[src/rtl/seven_segment_capture.sv]
// Monitors a time-multiplexed, active-low seven-segment bus and recovers the
// hex value shown on each digit once its (anode, seg) pattern has been stable.
module seven_segment_capture #(
  parameter int NUM_DIGITS    = 2,
  parameter int STABLE_CYCLES = 4
) (
  input  logic                    clk,
  input  logic                    reset,
  input  logic [6:0]              seg,
  input  logic [NUM_DIGITS-1:0]   anode,
  output logic [4*NUM_DIGITS-1:0] digits,
  output logic [NUM_DIGITS-1:0]   digit_valid,
  output logic                    update,
  output logic                    pattern_err,
  output logic                    anode_conflict,
  output logic                    err_sticky
);

  localparam logic [1:0] IDLE  = 2'd0;
  localparam logic [1:0] COUNT = 2'd1;
  localparam logic [1:0] HELD  = 2'd2;

  localparam logic [7:0] STABLE_LIMIT = 8'(STABLE_CYCLES);

  logic [6:0]            seg_q;
  logic [6:0]            seg_prev;
  logic [NUM_DIGITS-1:0] anode_q;
  logic [NUM_DIGITS-1:0] anode_prev;
  logic [1:0]            state;
  logic [7:0]            run_count;
  logic [7:0]            run_inc;

  logic       one_hot;
  logic       multi_now;
  logic       multi_prev;
  logic       same_pair;
  logic       pat_known;
  logic       pat_blank;
  logic [3:0] pat_hex;

  function automatic logic [3:0] count_low(input logic [NUM_DIGITS-1:0] a);
    logic [3:0] n;
    n = '0;
    for (int i = 0; i < NUM_DIGITS; i++) begin
      n = n + {3'b000, ~a[i]};
    end
    return n;
  endfunction

  assign one_hot    = (count_low(anode_q) == 4'd1);
  assign multi_now  = (count_low(anode_q) > 4'd1);
  assign multi_prev = (count_low(anode_prev) > 4'd1);
  assign same_pair  = (anode_q == anode_prev) && (seg_q == seg_prev);
  assign run_inc    = (run_count == 8'hFF) ? run_count : run_count + 8'd1;

  // NOTE: every output of an always_comb gets a default first, so no path
  // through the case can leave a value unassigned and infer a latch.
  always_comb begin
    pat_known = 1'b1;
    pat_blank = 1'b0;
    pat_hex   = 4'h0;
    case (seg_q)
      7'b1000000: pat_hex = 4'h0;
      7'b1111001: pat_hex = 4'h1;
      7'b0100100: pat_hex = 4'h2;
      7'b0110000: pat_hex = 4'h3;
      7'b0011001: pat_hex = 4'h4;
      7'b0010010: pat_hex = 4'h5;
      7'b0000010: pat_hex = 4'h6;
      7'b1111000: pat_hex = 4'h7;
      7'b0000000: pat_hex = 4'h8;
      7'b0011000: pat_hex = 4'h9;
      7'b0001000: pat_hex = 4'hA;
      7'b0000011: pat_hex = 4'hB;
      7'b1000110: pat_hex = 4'hC;
      7'b0100001: pat_hex = 4'hD;
      7'b0000110: pat_hex = 4'hE;
      7'b0001110: pat_hex = 4'hF;
      7'b1111111: begin
        pat_known = 1'b0;
        pat_blank = 1'b1;
      end
      default:    pat_known = 1'b0;
    endcase
  end

  // NOTE: all state here uses non-blocking assignments so every register
  // samples the pre-edge values, which is what makes seg_prev lag seg_q.
  always_ff @(posedge clk) begin
    if (reset) begin
      seg_q          <= '1;
      seg_prev       <= '1;
      anode_q        <= '1;
      anode_prev     <= '1;
      state          <= IDLE;
      run_count      <= '0;
      digits         <= '0;
      digit_valid    <= '0;
      update         <= 1'b0;
      pattern_err    <= 1'b0;
      anode_conflict <= 1'b0;
      err_sticky     <= 1'b0;
    end else begin
      seg_q      <= seg;
      anode_q    <= anode;
      seg_prev   <= seg_q;
      anode_prev <= anode_q;

      update         <= 1'b0;
      pattern_err    <= 1'b0;
      anode_conflict <= multi_now && !multi_prev;

      if (!one_hot) begin
        state     <= IDLE;
        run_count <= '0;
      end else if (state == IDLE || !same_pair) begin
        state     <= COUNT;
        run_count <= 8'd1;
      end else begin
        run_count <= run_inc;
        if (state == COUNT && run_inc == STABLE_LIMIT) begin
          state <= HELD;
          // The selected digit is the single low anode bit.
          for (int i = 0; i < NUM_DIGITS; i++) begin
            if (!anode_q[i]) begin
              if (pat_blank) begin
                digits[4*i +: 4] <= 4'h0;
                digit_valid[i]   <= 1'b0;
              end else if (pat_known) begin
                digits[4*i +: 4] <= pat_hex;
                digit_valid[i]   <= 1'b1;
              end
            end
          end
          if (pat_blank || pat_known) begin
            update <= 1'b1;
          end else begin
            pattern_err <= 1'b1;
            err_sticky  <= 1'b1;
          end
        end
      end
    end
  end

endmodule
[config.mk]
export PLATFORM = sky130hd
export DESIGN_NAME = seven_segment_capture
export DESIGN_NICKNAME = d
export VERILOG_FILES = /design/src/rtl/seven_segment_capture.sv
export SDC_FILE = /design/constraint.sdc
export NUM_CORES = 1
export LEC_CHECK = 0
export CAP_MARGIN = 10
export CORE_ASPECT_RATIO = 1.25
export CORE_UTILIZATION = 55
export CTS_BUF_LIST = sky130_fd_sc_hd__clkbuf_2 sky130_fd_sc_hd__clkbuf_4 sky130_fd_sc_hd__clkbuf_8
export DETAILED_ROUTE_END_ITERATION = 10
export HOLD_SLACK_MARGIN = 0.15
export PLACE_DENSITY = 0.79
export SLEW_MARGIN = 20
export SYNTH_ARGS = -nofsm -noshare
export SYNTH_HDL_FRONTEND = slang
export SYNTH_SLANG_ARGS = --single-unit
[constraint.sdc]
create_clock -name clk -period 3.1 [get_ports clk]
set_clock_uncertainty 0.05 [all_clocks]
set_input_delay 0.465 -clock clk [delete_from_list [all_inputs] [get_ports clk]]
set_output_delay 0.465 -clock clk [all_outputs]
set_load 0.03 [all_outputs]
==> qor.tcl, run 1 <==
set qor(status) {finished clean}
set qor(total_leakage_power_nw) 0.871
set qor(design_area_um2) 2430
set qor(h_tree_level_count) 2
set qor(grt_start_max_net_pins) 23
set qor(timing.reg2reg.setup_slack_ns) 0.92
set qor(criticalPathCategory) {flop to flop}
set qor(clk_pin_slew_worst_paths_ns) 0.08
set qor(insertion_delay_ns) 0.29
set qor(numCtsBuffers) 5
set qor(reg2reg_to) {digits[2]$_SDFFE_PP0P_}
set qor(report.final.slew_viol_count) 0
set qor(place_ws_ns) 0.943
set qor(syn_area_per_cell_um2) 9.08
set qor(register_bit_count_reported_by_yosys) 42
set qor(worst-endpoint-arrival_ns) 2.35
set qor(vias_per_cell) 5.74
set qor(drive_gt1_share_pct) 14.2
set qor(die_width_um) 57.9
set qor(power_density_nw_per_um2) 420
set qor(synth-edff-count) 0
set qor(clock-root-buffer) {clkbuf_8}
set qor(die_y_um) 71.9
set qor(post_synth_num_cell_types) 52
set qor(place.port_buffers) 24
set qor(sequential_share_of_the_synthesized_area_pct) 39.1
set qor(floorplan.die_area_um2) 4170
set qor(crit_path_max_fanout) 7
set qor(timing.fmax_mhz) 458
set qor(io_pins) 25
set qor(drcViolationCount) 0
set qor(setup_violations) 0
set qor(min_delay_worst_endpoint) {digit_valid[1]$_SDFFE_PP0P_}
set qor(post-cts-setup-buffer-count) 0
set qor(core_region_area_um2) 3750
set qor(route.antenna.remaining_nets) 0
set qor(route.detailed.wl_per_inst_um) 14.0
set qor(final_net_count) 268
set qor(std_cell_rows) 25
set qor(dr.pass1.iters) 4
set qor(worstSetupEndpointType) {flop}
set qor(gr_overflow_total) 0
set qor(holdPathStages) 2
set qor(grt_first_pass_wirelength_um) 7000
set qor(tritoncts_clock_tree) {yes}
set qor(ctsLongestPathBuffers) 2
set qor(vias) 1689
set qor(antennaDiodeCount) 0
set qor(post_cts.resized_instances) 0
set qor(worst-r2r-cell-count) 7
set qor(cts_num_sinks) 42
set qor(totalNegativeSetupSlack_ns) 0
set qor(final_period_minus_worst_setup_slack_ns) 2.18
set qor(post_synth_inst_count) 237
set qor(dpl_cell_area_um2) 2340
set qor(hold_slack_ns) 0.412
set qor(cts_hold_buffers) 0
set qor(routed_wl_um) 4120
set qor(finalWeightedCongestion) 0.889
set qor(irDropWorstVdd_mv) 0.370
set qor(postSynth.topFlopCell) {dfxtp_1}
set qor(worst_pin_slew_ns) 0.580
set qor(drv.max_cap_violation_count) 0
set qor(initial_core_util_pct) 57.3
set qor(dpl.hpwl_um) 3040
set qor(grt_pass1_vias) 1611
set qor(startpoint_type) {flop}
set qor(worstPathRequired_ns) 3.27
set qor(hold_path_startpoint) {digit_valid[1]$_SDFFE_PP0P_}
set qor(crit_path_start) {run_count[0]$_SDFF_PP0_}
set qor(post-route-period-util_pct) 70.4
set qor(antenna_found_initial) 0
set qor(synth_area_um2) 2150
set qor(rsz0062_at_grt) {no}
set qor(yosysWarnings) 0
set qor(worstHoldPathType) {flop to flop}
set qor(detailed_router_s_first_iteration_violation_count) 80
set qor(worstReg2RegStart) {run_count[0]$_SDFF_PP0_}
set qor(async_flop_share_pct) 0
set qor(globalRouteTotalUtil_pct) 21.6
set qor(fin_worst_setup_slack_ns) 0.917
set qor(max-slew-margin-rel_pct) 61.3
set qor(flow.area_growth_from_synthesis_pct) 13.1
set qor(synth_fp_nets) 252
set qor(final_hold_viol_count) 0
==> area by class of cell <==
cell class	instances	area (um^2)
fill	329	1320
multi-input combinational	170	1170
sequential	42	841
timing repair buffer	25	248
clock buffer	6	82.6
tap	40	50.0
inverter	9	33.8
clock inverter	2	12.5
==> flip-flops by register name, summed over array words and instances (netlist names) <==
signal / count
anode_conflict: 1
anode_prev: 2
anode_q: 2
digit_valid: 2
digits: 8
err_sticky: 1
pattern_err: 1
run_count: 8
seg_prev: 7
seg_q: 7
state: 2
update: 1
==> cell usage after synthesis, types with 2 or more instances <==
cell | instances | area share, %
or2_2 | 15 | 4.4
nand2_1 | 29 | 5.1
a22oi_1 | 2 | 0.70
a31oi_1 | 2 | 0.58
a32oi_1 | 2 | 0.81
nand3b_1 | 3 | 1.0
buf_6 | 3 | 1.6
nand4_1 | 3 | 0.87
nand3_1 | 3 | 0.70
buf_2 | 7 | 1.6
nor4b_1 | 3 | 1.2
nor3_1 | 7 | 1.6
nor2_1 | 18 | 3.1
dfxtp_1 | 42 | 39
nor3_4 | 2 | 1.5
mux2i_1 | 11 | 5.1
a21oi_1 | 7 | 1.6
ha_1 | 4 | 2.3
nor4_1 | 4 | 1.2
a211oi_1 | 2 | 0.70
a41oi_1 | 2 | 0.81
clkbuf_1 | 3 | 0.52
xnor2_1 | 5 | 2.0
buf_4 | 2 | 0.70
o21ai_0 | 4 | 0.93
and4_1 | 4 | 1.6
inv_1 | 9 | 1.6
xor2_1 | 11 | 4.5
nand2b_1 | 5 | 1.5
==> per-layer routing <==
layer | GRT usage [%] | part of all wire, % | vias up | routed length (um)
li1 | - | - | 852 | -
met1 | 24.3 | 41 | 791 | 1700
met2 | 39.8 | 54 | 38 | 2220
met3 | 4.10 | 3.1 | 8 | 128
met4 | 7.94 | 1.7 | 0 | 69
met5 | 0 | 0 | - | 0
==> through the flow <==
| step | util (%) | instances | power, mW |
|---|---|---|---|
| 2_1_floorplan | - | 237 | 0.651 |
| 3_5_place_dp | 62.3 | 286 | 0.671 |
| 4_1_cts | 64.8 | 294 | 1.03 |
| 5_1_grt | 64.8 | 294 | 1.06 |
| 6_report | 64.8 | 294 | 1.02 |
| 3_3_place_gp | 62.3 | 286 | 0.668 |
==> worst max-delay path by stage <==
stage | endpoint
after CTS | digits[2]$_SDFFE_PP0P_
after floorplan | digit_valid[0]$_SDFFE_PP0P_
after detailed placement | digits[0]$_SDFFE_PP0P_
after global routing | digits[2]$_SDFFE_PP0P_
final | digits[2]$_SDFFE_PP0P_
after global placement | digit_valid[1]$_SDFFE_PP0P_
==> cells in the final DEF (no fill, tap or decap), types with 3 or more instances in the layout <==
cell type,count
inv_1,9
mux2i_1,11
xor2_1,11
and4_1,4
nand3_1,3
nand4_1,3
a21oi_1,7
or2_2,15
nor4_1,4
nor4b_1,3
xnor2_1,5
nor3_1,7
nand2_1,29
nand2b_1,5
clkbuf_8,6
ha_1,4
clkdlybuf4s50_1,24
nor2_1,18
dfxtp_1,42
o21ai_0,4
nand3b_1,3
==> report_power, final <==
group          switching, mW  leakage [nW]  internal (mW)
clock                  0.186        0.0472          0.179
sequential            0.0251         0.343          0.552
combinational         0.0382         0.480         0.0431
total                  0.249         0.871          0.774
==> logic make-up (layout without fill, tap and decap cells) <==
| group | after synthesis | in the layout | share of synthesized area [%] |
|---|---|---|---|
| adder cells (fa/ha/maj) | 4 | 4 | 2.33 |
| AO/OA/AOI/OAI | 31 | 31 | 11.0 |
| AND/OR/NAND/NOR | 108 | 108 | 29.3 |
| XOR/XNOR | 16 | 16 | 6.52 |
| buffers and inverters | 25 | 42 | 6.69 |
| flip-flops | 42 | 42 | 39.1 |
| multiplexers | 11 | 11 | 5.12 |
==> worst max-delay path, cell delays in order, from the launching register on <==
cell      delay, ns
dfxtp_1        0.35
ha_1           0.30
a211oi_2       0.23
a41oi_1        0.07
nor3b_1        0.26
o211ai_2       0.24
nor3_4         0.38
mux2i_1        0.23
No activity file was read; power rests on OpenSTA's default activity.
==> inputs of run 2 (changes only) <==
Clock period 3.1 ns to 2.1 ns, I/O delays scaled along.
==> run 2 against run 1 <==
Net effect:
- non-clock buffer count rose by 19
- global-route usage increased by 0.93 points
- register-to-register slack got worse by 0.80 ns
- critical path depth is 1 higher
- sequential cell count unchanged
- total power is 59% higher
- sequential power up 47%
- combinational power increased by 73%
- sequential share of layout area down 2.2 points
- fmax up 9.9%
- final cell count up 6.5%
- via count is 2.1% higher
- critical path type unchanged
==> qor.tcl, run 2 (same netlist as run 1, synthesis figures left out) <==
set qor(vias_per_cell) 5.51
set qor(post-route-period-util_pct) 94.6
set qor(mostFrequentLayoutCells) {dfxtp_1, nand2_1, clkdlybuf4s50_1}
set qor(timing.fmax_mhz) 503
set qor(drv.max_cap_violation_count) 0
set qor(worstPathRequired_ns) 2.28
set qor(finalPower_mw) 1.63
set qor(die_width_um) 57.9
set qor(final-instance-count-excl-fill) 313
set qor(dpl.hpwl_um) 3280
set qor(route.detailed.wl_per_inst_um) 13.9
set qor(ctsLongestPathBuffers) 2
set qor(globalRouteTotalUtil_pct) 22.5
set qor(die_y_um) 71.9
set qor(top_regs) {digits (8), run_count (8)}
set qor(clk_pin_slew_worst_paths_ns) 0.08
set qor(worst_pin_slew_ns) 0.383
set qor(numCtsBuffers) 5
set qor(criticalPathCategory) {flop to flop}
set qor(register_share_of_total_power_pct) 52.1
set qor(final_period_minus_worst_setup_slack_ns) 1.99
set qor(startpoint_type) {flop}
set qor(grt_busiest_layer) {met2}
set qor(global_route_met2_utilization_pct) 41.6
set qor(flow.area_growth_from_synthesis_pct) 21.8
set qor(power_density_nw_per_um2) 621
set qor(net-switching-power_mw) 0.381
set qor(worst-endpoint-arrival_ns) 2.17
set qor(h_tree_level_count) 2
set qor(antenna_found_initial) 0
set qor(internal-power_mw) 1.25
set qor(grt_pass1_vias) 1650
set qor(io_pins) 25
set qor(vias) 1725
set qor(dr.pass1.iters) 4
set qor(routed_wl_um) 4360
set qor(report.final.slew_viol_count) 0
set qor(power_frac_comb_pct) 8.6
set qor(place.port_buffers) 24
set qor(irDropWorstVdd_mv) 0.358
set qor(final_util_pct) 69.8
set qor(cts_num_sinks) 42
set qor(final_net_count) 287
set qor(route.antenna.remaining_nets) 0
set qor(insertion_delay_ns) 0.30
set qor(grt.met1_usage_pct) 25.0
set qor(grt_start_max_net_pins) 17
set qor(commonest_non_fill_non_tap_cell_in_the_layout) {dfxtp_1}
set qor(place_ws_ns) -0.0341
set qor(setup_violations) 0
set qor(drive_gt1_share_pct) 22.7
set qor(core_region_area_um2) 3750
set qor(clock-root-buffer) {clkbuf_8}
set qor(share_clk_of_total_power_pct) 39.3
set qor(switching_share_pct) 23.4
set qor(totalNegativeSetupSlack_ns) 0
set qor(finalWeightedCongestion) 0.890
set qor(final_hold_viol_count) 0
set qor(worstSetupEndpointType) {flop}
set qor(crit_path_max_fanout) 5
set qor(worstHoldPathType) {flop to flop}
set qor(drcViolationCount) 0
set qor(detailed_router_s_first_iteration_violation_count) 50
set qor(max-slew-margin-rel_pct) 74.1
set qor(floorplan.die_area_um2) 4170
set qor(fillCellCount) 301
set qor(initial_core_util_pct) 57.3
set qor(place.detailed.instances) 303
set qor(global_route.usage.met3_pct) 4.81
set qor(total_leakage_power_nw) 0.967
set qor(fin_worst_setup_slack_ns) 0.113
set qor(std_cell_rows) 25
set qor(grt_first_pass_wirelength_um) 7160
set qor(tritoncts_clock_tree) {yes}
set qor(gr_overflow_total) 0
set qor(antennaDiodeCount) 0
set qor(status) {finished clean}
run 2: cell types whose count changed in the layout (fill, tap and decap cells not counted), sizes merged:
cell | before | now
bufinv | 0 | 1
clkinv | 1 | 0
clkbuf | 6 | 5
clkinvlp | 1 | 2
buf | 1 | 20
run 2: power groups by stage:
stage / combinational [mW] / sequential [mW] / clock, mW
3_3_place_gp: 0.138 / 0.864 / 0
6_report: 0.141 / 0.848 / 0.639
3_5_place_dp: 0.141 / 0.865 / 0
4_1_cts: 0.142 / 0.847 / 0.652
5_1_grt: 0.158 / 0.852 / 0.681
2_1_floorplan: 0.116 / 0.845 / 0
run 2: timing repair:
item,4_1_cts,5_1_grt
pin swaps,0,2
hold buffers,0,0
resized for setup,3,4
setup buffers,0,2
endpoints found under the hold margin,0,0
cloned,0,0
setup endpoints to repair,10,12
run 2: worst paths after layout:
kind / depth (start not counted) / start / slack, ns / end
worst max-delay path: 8 / run_count[0]$_SDFF_PP0_ / 0.11 / digit_valid[1]$_SDFFE_PP0P_
worst min-delay path: 2 / digits[2]$_SDFFE_PP0P_ / 0.41 / digits[2]$_SDFFE_PP0P_
worst max register to register: 8 / run_count[0]$_SDFF_PP0_ / 0.11 / digit_valid[1]$_SDFFE_PP0P_
worst min register to register: 2 / digits[2]$_SDFFE_PP0P_ / 0.41 / digits[2]$_SDFFE_PP0P_
run 2: critical path: stages, from the launching register on:
cell,delay (ns)
dfxtp_1,0.36
ha_1,0.25
buf_4,0.16
xnor2_1,0.13
nor3_1,0.24
o211ai_2,0.21
nor3_4,0.16
buf_4,0.18
mux2i_1,0.18
run 2: layout make-up:
class / instances / area (um^2) / area share, %
Clock buffer: 5 / 68.8 / 2.63
Clock inverter: 3 / 45.0 / 1.72
Sequential cell: 42 / 848 / 32.4
Tap cell: 40 / 50.0 / 1.91
Multi-Input combinational cell: 170 / 1170 / 44.7
Timing Repair Buffer: 44 / 403 / 15.4
Inverter: 9 / 33.8 / 1.29
run 2: layer usage:
| layer | part of all wire, % | up-vias |
|---|---|---|
| met5 | 0 | - |
| met4 | 2.0 | 0 |
| met3 | 2.5 | 9 |
| met2 | 55 | 31 |
| met1 | 41 | 801 |
| li1 | - | 884 |
run 2: stage by stage:
stage	instance area, um^2	hold WS (ns)
finish	2620	0.410
global route	2620	0.434
detailed placement	2470	0.399
floorplan	2150	0.369
global placement	2470	0.394
CTS	2580	0.416
